[config.mk]
export PLATFORM = sky130hd
export DESIGN_NAME = multi_alarm_clock
export DESIGN_NICKNAME = d
export VERILOG_FILES = /design/src/rtl/multi_alarm_clock_pkg.sv /design/src/rtl/multi_alarm_clock_alarm_channel.sv /design/src/rtl/multi_alarm_clock.sv
export SDC_FILE = /design/constraint.sdc
export NUM_CORES = 1
export LEC_CHECK = 0
export CORE_ASPECT_RATIO = 1.4
export CORE_MARGIN = 3
export CORE_UTILIZATION = 55
export DETAILED_ROUTE_END_ITERATION = 8
export GPL_ROUTABILITY_DRIVEN = 0
export PLACE_DENSITY = 0.83
export SETUP_SLACK_MARGIN = 0.2
export SYNTH_ARGS = -nofsm -noshare
export SYNTH_HDL_FRONTEND = slang
export SYNTH_SLANG_ARGS = --single-unit
[constraint.sdc]
create_clock -name clk -period 7.3 [get_ports clk]
set_input_delay 1.46 -clock clk [delete_from_list [all_inputs] [get_ports clk]]
set_output_delay 1.46 -clock clk [all_outputs]
set_load 0.1 [all_outputs]
[src/rtl/multi_alarm_clock_pkg.sv]
// Shared types and helpers for the multi-alarm board clock.
package digital_clock_pkg;

  typedef enum logic [1:0] {
    IDLE   = 2'd0,
    RING   = 2'd1,
    SNOOZE = 2'd2
  } alarm_state_e;

  typedef enum logic [1:0] {
    MODE_OFF    = 2'd0,
    MODE_CLOCK  = 2'd1,
    MODE_EDIT   = 2'd2,
    MODE_STATUS = 2'd3
  } mode_e;

  typedef logic [7:0] bcd_hour_t;
  typedef logic [7:0] bcd_min_t;

  // Two-digit BCD increment that wraps to 00 after max.
  function automatic logic [7:0] bcd_inc(input logic [7:0] v, input logic [7:0] max);
    if (v == max) return 8'h00;
    if (v[3:0] == 4'h9) return {v[7:4] + 4'h1, 4'h0};
    return v + 8'h01;
  endfunction

endpackage

[src/rtl/multi_alarm_clock_alarm_channel.sv]
// One alarm channel: alarm time, enable and the ring/snooze/timeout FSM.
module alarm_channel import digital_clock_pkg::*; #(
  parameter int RING_SECONDS   = 60,
  parameter int SNOOZE_MINUTES = 5
) (
  input  logic         clk,
  input  logic         rst,
  input  logic         sel,
  input  logic         inc_min,
  input  logic         inc_hour,
  input  logic         tog_en,
  input  logic         snooze,
  input  logic         dismiss,
  input  logic         tick,
  input  logic         min_pulse,
  input  bcd_hour_t    hh,
  input  bcd_min_t     mm,
  input  bcd_min_t     ss,
  output alarm_state_e state,
  output bcd_hour_t    ahh,
  output bcd_min_t     amm,
  output logic         en
);
  localparam int RW  = $clog2(RING_SECONDS + 1);
  localparam int SZW = $clog2(SNOOZE_MINUTES + 1);

  alarm_state_e   state_q, state_d;
  bcd_hour_t      ahh_q, ahh_d;
  bcd_min_t       amm_q, amm_d;
  logic           en_q, en_d;
  logic [RW-1:0]  ring_cnt_q, ring_cnt_d;
  logic [SZW-1:0] snz_cnt_q, snz_cnt_d;
  logic           edit, match;

  always_comb begin
    ahh_d      = ahh_q;
    amm_d      = amm_q;
    en_d       = en_q;
    state_d    = state_q;
    ring_cnt_d = ring_cnt_q;
    snz_cnt_d  = snz_cnt_q;
    edit  = sel && (inc_min || inc_hour || (tog_en && en_q));
    match = en_q && (hh == ahh_q) && (mm == amm_q) && (ss == 8'h00) && tick;
    if (sel) begin
      if (inc_min)  amm_d = bcd_inc(amm_q, 8'h59);
      if (inc_hour) ahh_d = bcd_inc(ahh_q, 8'h23);
      if (tog_en)   en_d  = !en_q;
    end
    // Dismiss and edits of an active channel override every FSM transition.
    if (state_q != IDLE && (dismiss || edit)) begin
      state_d = IDLE;
    end else begin
      case (state_q)
        IDLE: if (match) begin
          state_d    = RING;
          ring_cnt_d = '0;
        end
        RING: if (snooze) begin
          state_d   = SNOOZE;
          snz_cnt_d = '0;
        end else if (tick) begin
          ring_cnt_d = ring_cnt_q + RW'(1);
          if (ring_cnt_d == RW'(RING_SECONDS)) state_d = IDLE;
        end
        SNOOZE: if (min_pulse) begin
          snz_cnt_d = snz_cnt_q + SZW'(1);
          if (snz_cnt_d == SZW'(SNOOZE_MINUTES)) begin
            state_d    = RING;
            ring_cnt_d = '0;
          end
        end
        default: state_d = IDLE;
      endcase
    end
  end

  always_ff @(posedge clk or posedge rst) begin
    if (rst) begin
      state_q    <= IDLE;
      ahh_q      <= '0;
      amm_q      <= '0;
      en_q       <= 1'b0;
      ring_cnt_q <= '0;
      snz_cnt_q  <= '0;
    end else begin
      state_q    <= state_d;
      ahh_q      <= ahh_d;
      amm_q      <= amm_d;
      en_q       <= en_d;
      ring_cnt_q <= ring_cnt_d;
      snz_cnt_q  <= snz_cnt_d;
    end
  end

  assign state = state_q;
  assign ahh   = ahh_q;
  assign amm   = amm_q;
  assign en    = en_q;
endmodule

[src/rtl/multi_alarm_clock.sv]
// BCD time-of-day clock with NUM_ALARMS alarm channels, seven-segment and LED drive.
module multi_alarm_clock import digital_clock_pkg::*; #(
  parameter int CLK_HZ         = 1000,
  parameter int NUM_ALARMS     = 4,
  parameter int RING_SECONDS   = 60,
  parameter int SNOOZE_MINUTES = 5
) (
  input  logic        clk,
  input  logic        rst,
  input  logic [15:0] sw,
  input  logic [4:0]  btn,
  output logic [31:0] seg_content,
  output logic [7:0]  seg_dp,
  output logic [7:0]  seg_en,
  output logic [15:0] led
);
  localparam int PW = (CLK_HZ > 1) ? $clog2(CLK_HZ) : 1;

  logic [PW-1:0] presc_q, presc_d;
  bcd_hour_t     hh_q, hh_d;
  bcd_min_t      mm_q, mm_d, ss_q, ss_d;
  logic [4:0]    btn_q, btn_edge;
  logic [31:0]   seg_content_q, seg_content_d;
  logic [7:0]    seg_dp_q, seg_dp_d, seg_en_q, seg_en_d;
  logic [15:0]   led_q, led_d;
  mode_e         mode;
  logic [2:0]    k;
  logic          tick, adv, min_pulse, set_edge, hold;
  logic          unused_sw;

  alarm_state_e  ch_state [NUM_ALARMS];
  bcd_hour_t     ch_ahh   [NUM_ALARMS];
  bcd_min_t      ch_amm   [NUM_ALARMS];
  logic [NUM_ALARMS-1:0] ch_en;

  assign mode      = mode_e'(sw[15:14]);
  assign k         = sw[2:0];
  assign btn_edge  = btn & ~btn_q;
  assign tick      = (presc_q == PW'(CLK_HZ - 1));
  assign unused_sw = ^sw[13:3];

  // A time-set edge coinciding with a tick consumes that tick; the prescaler still wraps.
  always_comb begin
    hold      = (mode == MODE_CLOCK) && sw[0];
    set_edge  = (mode == MODE_CLOCK) && (btn_edge[0] || btn_edge[1]);
    adv       = tick && !set_edge && !hold;
    min_pulse = adv && (ss_q == 8'h59);
    presc_d   = (tick || hold) ? '0 : presc_q + PW'(1);
    hh_d      = hh_q;
    mm_d      = mm_q;
    ss_d      = ss_q;
    if (set_edge) begin
      if (btn_edge[0]) mm_d = bcd_inc(mm_q, 8'h59);
      if (btn_edge[1]) hh_d = bcd_inc(hh_q, 8'h23);
    end else if (adv) begin
      ss_d = bcd_inc(ss_q, 8'h59);
      if (ss_q == 8'h59) begin
        mm_d = bcd_inc(mm_q, 8'h59);
        if (mm_q == 8'h59) hh_d = bcd_inc(hh_q, 8'h23);
      end
    end
    if (hold) ss_d = '0;
  end

  for (genvar g = 0; g < NUM_ALARMS; g++) begin : g_ch
    alarm_channel #(
      .RING_SECONDS  (RING_SECONDS),
      .SNOOZE_MINUTES(SNOOZE_MINUTES)
    ) u_ch (
      .clk      (clk),
      .rst      (rst),
      .sel      ((mode == MODE_EDIT) && (k == 3'(g))),
      .inc_min  (btn_edge[0]),
      .inc_hour (btn_edge[1]),
      .tog_en   (btn_edge[4]),
      .snooze   (btn_edge[2]),
      .dismiss  (btn_edge[3]),
      .tick     (adv),
      .min_pulse(min_pulse),
      .hh       (hh_q),
      .mm       (mm_q),
      .ss       (ss_q),
      .state    (ch_state[g]),
      .ahh      (ch_ahh[g]),
      .amm      (ch_amm[g]),
      .en       (ch_en[g])
    );
  end

  always_comb begin
    seg_content_d = '0;
    seg_dp_d      = '0;
    seg_en_d      = '0;
    led_d         = '0;
    for (int unsigned i = 0; i < NUM_ALARMS; i++) begin
      led_d[i] = (ch_state[i] == RING);
      if (ch_state[i] != IDLE) led_d[15] = 1'b1;
    end
    case (mode)
      MODE_OFF: ;
      MODE_CLOCK: begin
        seg_content_d = {8'h00, hh_q, mm_q, ss_q};
        seg_en_d      = 8'h3F;
        seg_dp_d      = 8'h14;
      end
      MODE_EDIT: begin
        seg_content_d = {8'hEE, 24'h000000};
        seg_en_d      = 8'hFF;
        seg_dp_d      = 8'h10;
        for (int unsigned i = 0; i < NUM_ALARMS; i++)
          if (k == 3'(i))
            seg_content_d = {4'h0, 1'b0, k, ch_ahh[i], ch_amm[i], 4'h0, 3'b000, ch_en[i]};
      end
      MODE_STATUS: begin
        for (int unsigned i = 0; i < NUM_ALARMS; i++) begin
          seg_content_d[4*i +: 4] = {2'b00, ch_state[i]};
          seg_en_d[i]             = 1'b1;
        end
      end
    endcase
  end

  always_ff @(posedge clk or posedge rst) begin
    if (rst) begin
      presc_q       <= '0;
      hh_q          <= '0;
      mm_q          <= '0;
      ss_q          <= '0;
      btn_q         <= '0;
      seg_content_q <= '0;
      seg_dp_q      <= '0;
      seg_en_q      <= '0;
      led_q         <= '0;
    end else begin
      presc_q       <= presc_d;
      hh_q          <= hh_d;
      mm_q          <= mm_d;
      ss_q          <= ss_d;
      btn_q         <= btn;
      seg_content_q <= seg_content_d;
      seg_dp_q      <= seg_dp_d;
      seg_en_q      <= seg_en_d;
      led_q         <= led_d;
    end
  end

  assign seg_content = seg_content_q;
  assign seg_dp      = seg_dp_q;
  assign seg_en      = seg_en_q;
  assign led         = led_q;
endmodule

### After elaboration in Yosys (flattened, before gate mapping)

Index checks and enable logic that the tools add are counted.

| word-level totals | value |
|---|---|
| register bits after elaboration | 204 |
| logic and storage cells | 505 |

| operators by class | value |
|---|---|
| $add $sub $neg | 31 |
| equal/unequal tests | 100 |
| muxes and demuxes | 232 |
| bitwise logic cells | 6 |
| reduce and logical (&&, ||, !) cells | 103 |

Operators with widths:

| operator | number |
|---|---|
| $mux 8 | 60 |
| $mux 32 | 4 |
| $mux 6 | 20 |
| $mux 1 | 97 |
| $add 8x1->8 const B | 11 |
| $pmux 6 s3 | 4 |
| $eq 8x8->1 | 8 |
| $mux 2 | 28 |
| $eq 8x7->1 const B | 6 |
| $pmux 16 s3 | 1 |
| $add 4x1->4 const B | 11 |
| $eq 4x4->1 const B | 11 |
| $eq 8x6->1 const B | 5 |
| $logic_and 1x1->1 | 37 |
| $ne 4x2->1 const B | 8 |
| $pmux 16 s2 | 1 |
| $ne 2x1->1 const B | 14 |
| $reduce_and 7->1 | 4 |
| $ne 3x1->1 const B | 9 |
| $ne 2x2->1 const B | 13 |
| $reduce_and 2->1 | 13 |
| $add 6x1->6 const B | 4 |
| $eq 6x6->1 const B | 4 |
| $pmux 2 s3 | 4 |
| other kinds (29) | 95 |

### Logic depth before layout (Yosys ltp)

| logic depth | value |
|---|---|
| depth in word-level cells | 20 |
| mapped depth | 9 |

### Modules after synthesis

A second synthesis with hierarchy kept.

| unflattened totals | value |
|---|---|
| cell total of the unflattened synthesis | 1336 |
| area, all modules | 11965.2 µm² |

By module, submodules not included:

| module | times used | cells an instance | area an instance (µm²) | sequential area each (µm²) |
|---|---|---|---|---|
| alarm_channel | 4 | 219 | 1906.8 | 700.7 |
| multi_alarm_clock | 1 | 460 | 4337.9 | 1901.8 |

### Worst setup path before layout

No wires, ideal clock.

| timing | value |
|---|---|
| path kind | input to register |
| from | input sw[14] |
| to | register g_ch[3].u_ch.ring_cnt_q[0] |
| arrival time | 3325 ps |
| path slack | 3850 ps |
| stages | 8 |
| path buffers | 0 |
| path through | inv_1 -> ha_1 -> nor4bb_1 -> nand3_1 -> o2111a_1 -> nand3_1 -> nand2_1 -> mux2_2 |

| between the ends | value |
|---|---|
| cells in the longest elaborated chain, start to end | 8 |
| elaborated cells between the ends (all ways) | 19 |

RTL lines:

| element | RTL line | RTL |
|---|---|---|
| start: declaration | multi_alarm_clock.sv:10 | `input logic [15:0] sw,` |
| $eq 2x1->1 | multi_alarm_clock.sv:44, multi_alarm_clock.sv:45 |  |
| $logic_and 1x1->1 | multi_alarm_clock.sv:45 | `set_edge = (mode == MODE_CLOCK) && (btn_edge[0] \|\| btn_edge[1]);` |
| $logic_not 1->1 | multi_alarm_clock.sv:46 | `adv = tick && !set_edge && !hold;` |
| $logic_and 1x1->1 (2 in series) | multi_alarm_clock.sv:46 |  |
| $logic_and 1x1->1 (on tied branches) | multi_alarm_clock_alarm_channel.sv:43, multi_alarm_clock.sv:47 |  |
| $ne 2x1->1 (no line) / $ne 2x2->1 (equally long branches) | - |  |
| $reduce_and 7->1 (no line) * | - |  |
| end signal: assignment | multi_alarm_clock_alarm_channel.sv:90 | `ring_cnt_q <= ring_cnt_d;` |
| end: declaration | multi_alarm_clock_alarm_channel.sv:31 | `logic [RW-1:0] ring_cnt_q, ring_cnt_d;` |

Mark *: on every way between the ends. The rest lies on a longest branch, timed or not.
A chain may end at the register's enable or synchronous reset.

### Worst setup path after layout

| timing | value |
|---|---|
| from | input sw[14] |
| to | register g_ch[0].u_ch.amm_q[4] |

| between the ends | value |
|---|---|
| cells in the longest elaborated chain, start to end | 3 |

RTL lines:

| element | RTL line | RTL |
|---|---|---|
| $eq 2x2->1 | multi_alarm_clock.sv:72 | `.sel ((mode == MODE_EDIT) && (k == 3'(g))),` |
| $logic_and 1x1->1 | multi_alarm_clock.sv:72 |  |
| $reduce_and 2->1 (no line) | - |  |
| end signal: assignment | multi_alarm_clock_alarm_channel.sv:88 | `amm_q <= amm_d;` |
| end: declaration | multi_alarm_clock_alarm_channel.sv:29 | `bcd_min_t amm_q, amm_d;` |

Every way passes these cells.

==> metrics.cfg <==
[cts]
cts_hold_buf=0
ctsLongestPathBuffers=2
root_buffer=clkbuf_16
cts_tree=yes
insertion_delay_ns=0.44
cts_setup_buffers=0
clock-sinks=188
path_clk_slew_ns=0.07
numCtsBuffers=17
htreeDepth=4
cts_resized=0

[synthesis]
yosys-top-cells-area=dfrtp_1 (40%), ha_1 (6.9%), xnor2_1 (5.4%)
yosysMostFrequentCell=dfrtp_1
yosys_warnings=0
ys_seq_area_share_pct=39.7
synth_edf_count=0
avgSynthCellArea_um2=8.90
netlist-cell-type-count=79
ys_top_cells_by_count=dfrtp_1 (188), nand2_1 (118), nor2_1 (98)
syn_inst=1330
synth_ff_type=dfrtp_1
synth_top_cell_by_area=dfrtp_1
yosys.area.top_type_share_pct=39.7
synth_seq_cells=188
syn_area_mm2=0.0118
async_reset_ff_share_pct=100

[timing]
rsz0062_at_grt=no
finalCritPeriodShare_pct=56.6
skew_ns=0.0111
hold_viol=0
drv_slew=0
final_period_minus_worst_setup_slack_ns=4.13
setup_slack_ns=3.17
relSlewSlack_pct=12.9
tightest_slew_ns=1.30
max_freq_mhz=242
fin_tns_setup_ns=0
setup_violations=0

[die]
die_h_um=180
dieArea_mm2=0.0233
die_w_um=130
rows=62
start_util_pct=56.7
core_area_mm2=0.0209
pin_count=87

[place]
hpwl_um=21500
place_ws_ns=2.76
port_buffers=57

[cells_and_area]
drive_gt1_share_pct=5.40
syn_to_final_growth_pct=9.74
fillCellCount=1690
fin_util_pct=62.2
seq_area_mm2=0.00470
multi_input_area_mm2=0.00652
nNetsFinal=1426
n_antenna_cell=0

[critical_path]
path_max_fanout=12
cp-end-kind=register
crit_start=sw[14]
cp-start-kind=input pin
cp.arrival_ns=4.51
reg2reg_depth=7
crit_type=input pin to register
cp.required_ns=7.68
rr_startpoint=presc_q[0]$_DFF_PP0_

[global_route]
grt_pass1_vias=9956
globalRouteTotalUtil_pct=25.9
grt_pass1_wl_um=49100
antenna_found_initial=0
grt_overflow=0
grt_max_degree=122

[power_and_ir_drop]
power.density_mw_per_mm2=227
peakVddDrop_mv=0.234
power.total_w=0.00296
cellLeakagePower_nw=5.67

[drt]
vias=10100
wl_per_cell_um=18.6
drcViolationCount=0
wl_um=29900
routed_via_density=6.27
first_iter_violations=1054
antenna_left=0
dr.pass1.iters=8

[worst_hold_path]
min_from=presc_q[0]$_DFF_PP0_
hold_class=register to register
hold_depth=1

[run_status]
status=completed

[job]
cap_violations=0

area by class of cell:
type | count | share of cell area [%]
Inverter | 62 | 1.85
Clock buffer | 17 | 3.27
Multi-Input combinational cell | 1006 | 50.2
Sequential cell | 188 | 36.2
Clock inverter | 15 | 1.34
Timing Repair Buffer | 63 | 4.70
Tap cell | 256 | 2.47
routing by layer:
metal	GRT usage [%]	vias to the layer above	routed length, µm
met5	0	-	0
met4	12.8	0	1400
met3	4.25	101	1520
met2	44.2	382	15400
met1	31.3	4902	11600
li1	-	4692	-
report_power, final:
part	switching [W]	internal (W)
combinational	0.000414	0.000261
sequential	0.000194	0.00112
clock	0.000473	0.000491
total	0.00108	0.00187
logic make-up (layout without fill, tap and decap cells):
logic type | after synthesis | in the layout | share of synthesized area, %
flip-flops | 188 | 188 | 39.7
adder cells (fa/ha/maj) | 65 | 65 | 6.87
AND/OR/NAND/NOR | 495 | 495 | 21.6
other | 1 | 18 | 0.0317
XOR/XNOR | 87 | 87 | 6.44
AO/OA/AOI/OAI | 307 | 307 | 16.5
multiplexers | 34 | 34 | 2.99
buffers and inverters | 153 | 157 | 5.76
per-stage QoR:
| step | hold WS [ns] | instance area (µm²) | cells |
|---|---|---|---|
| detailed placement | 0.481 | 12400 | 1575 |
| CTS | 0.495 | 13000 | 1607 |
| global placement | 0.479 | 12400 | 1575 |
| finish | 0.495 | 13000 | 1607 |
| floorplan | 0.455 | 11900 | 1347 |
| global route | 0.526 | 13000 | 1607 |
path summary, 6_finish.rpt:
kind | endpoint | slack (ns)
setup / recovery | g_ch[0].u_ch.amm[4]$_DFFE_PP0P_ | 3.17
hold / removal | presc_q[0]$_DFF_PP0_ | 0.49
setup reg to reg | g_ch[3].u_ch.ring_cnt_q[0]$_DFFE_PP0P_ | 4.39
hold reg to reg | presc_q[0]$_DFF_PP0_ | 0.49
max in group asynchronous | g_ch[0].u_ch.amm[4]$_DFFE_PP0P_ | 4.33
min in group asynchronous | seg_content[1]$_DFF_PP0_ | 1.59
sequential cells by signal, summed over array words and instances, names as in the netlist, 8 cells and up:
register	cells
g_ch.u_ch.snz_cnt_q	12
hh_q	8
presc_q	10
g_ch.u_ch.ahh	32
g_ch.u_ch.amm	32
mm_q	8
ss_q	8
g_ch.u_ch.ring_cnt_q	24
seg_content	28
g_ch.u_ch.state	8
layout by cell type, fill, tap and decap left out, types with 10 or more instances in the layout:
cell type / synthesis / final
ha_1: 65 / 65
mux2_2: 11 / 11
a21oi_1: 71 / 71
nor3_1: 23 / 23
mux2i_1: 23 / 23
xnor2_1: 73 / 73
and2_1: 10 / 10
a211oi_1: 17 / 17
nor2b_1: 40 / 40
inv_1: 62 / 61
nand3_1: 62 / 62
nor2_1: 98 / 98
xor2_1: 14 / 14
nand2b_1: 15 / 15
dfrtp_1: 188 / 188
conb_1: 1 / 18
o21ai_0: 93 / 93
nor3b_1: 11 / 11
and3_1: 26 / 26
a22o_1: 11 / 11
clkbuf_16: 0 / 17
a31oi_1: 22 / 22
o31ai_1: 12 / 12
or3_1: 11 / 11
clkdlybuf4s50_1: 0 / 56
nand2_1: 118 / 118
nor4_1: 12 / 12
nand4_1: 33 / 33
worst max-delay path, stage by stage:
cell and delay [ns]:
clkdlybuf4s50_1 0.48, inv_1 0.13, ha_1 0.34, nor2b_1 0.41
buf_4 0.28, nand2_1 0.13, nor3_1 0.64, nand3_1 0.22
a311oi_1 0.30, a21o_1 0.12
Note: power is estimated with default switching activity, not from simulation.
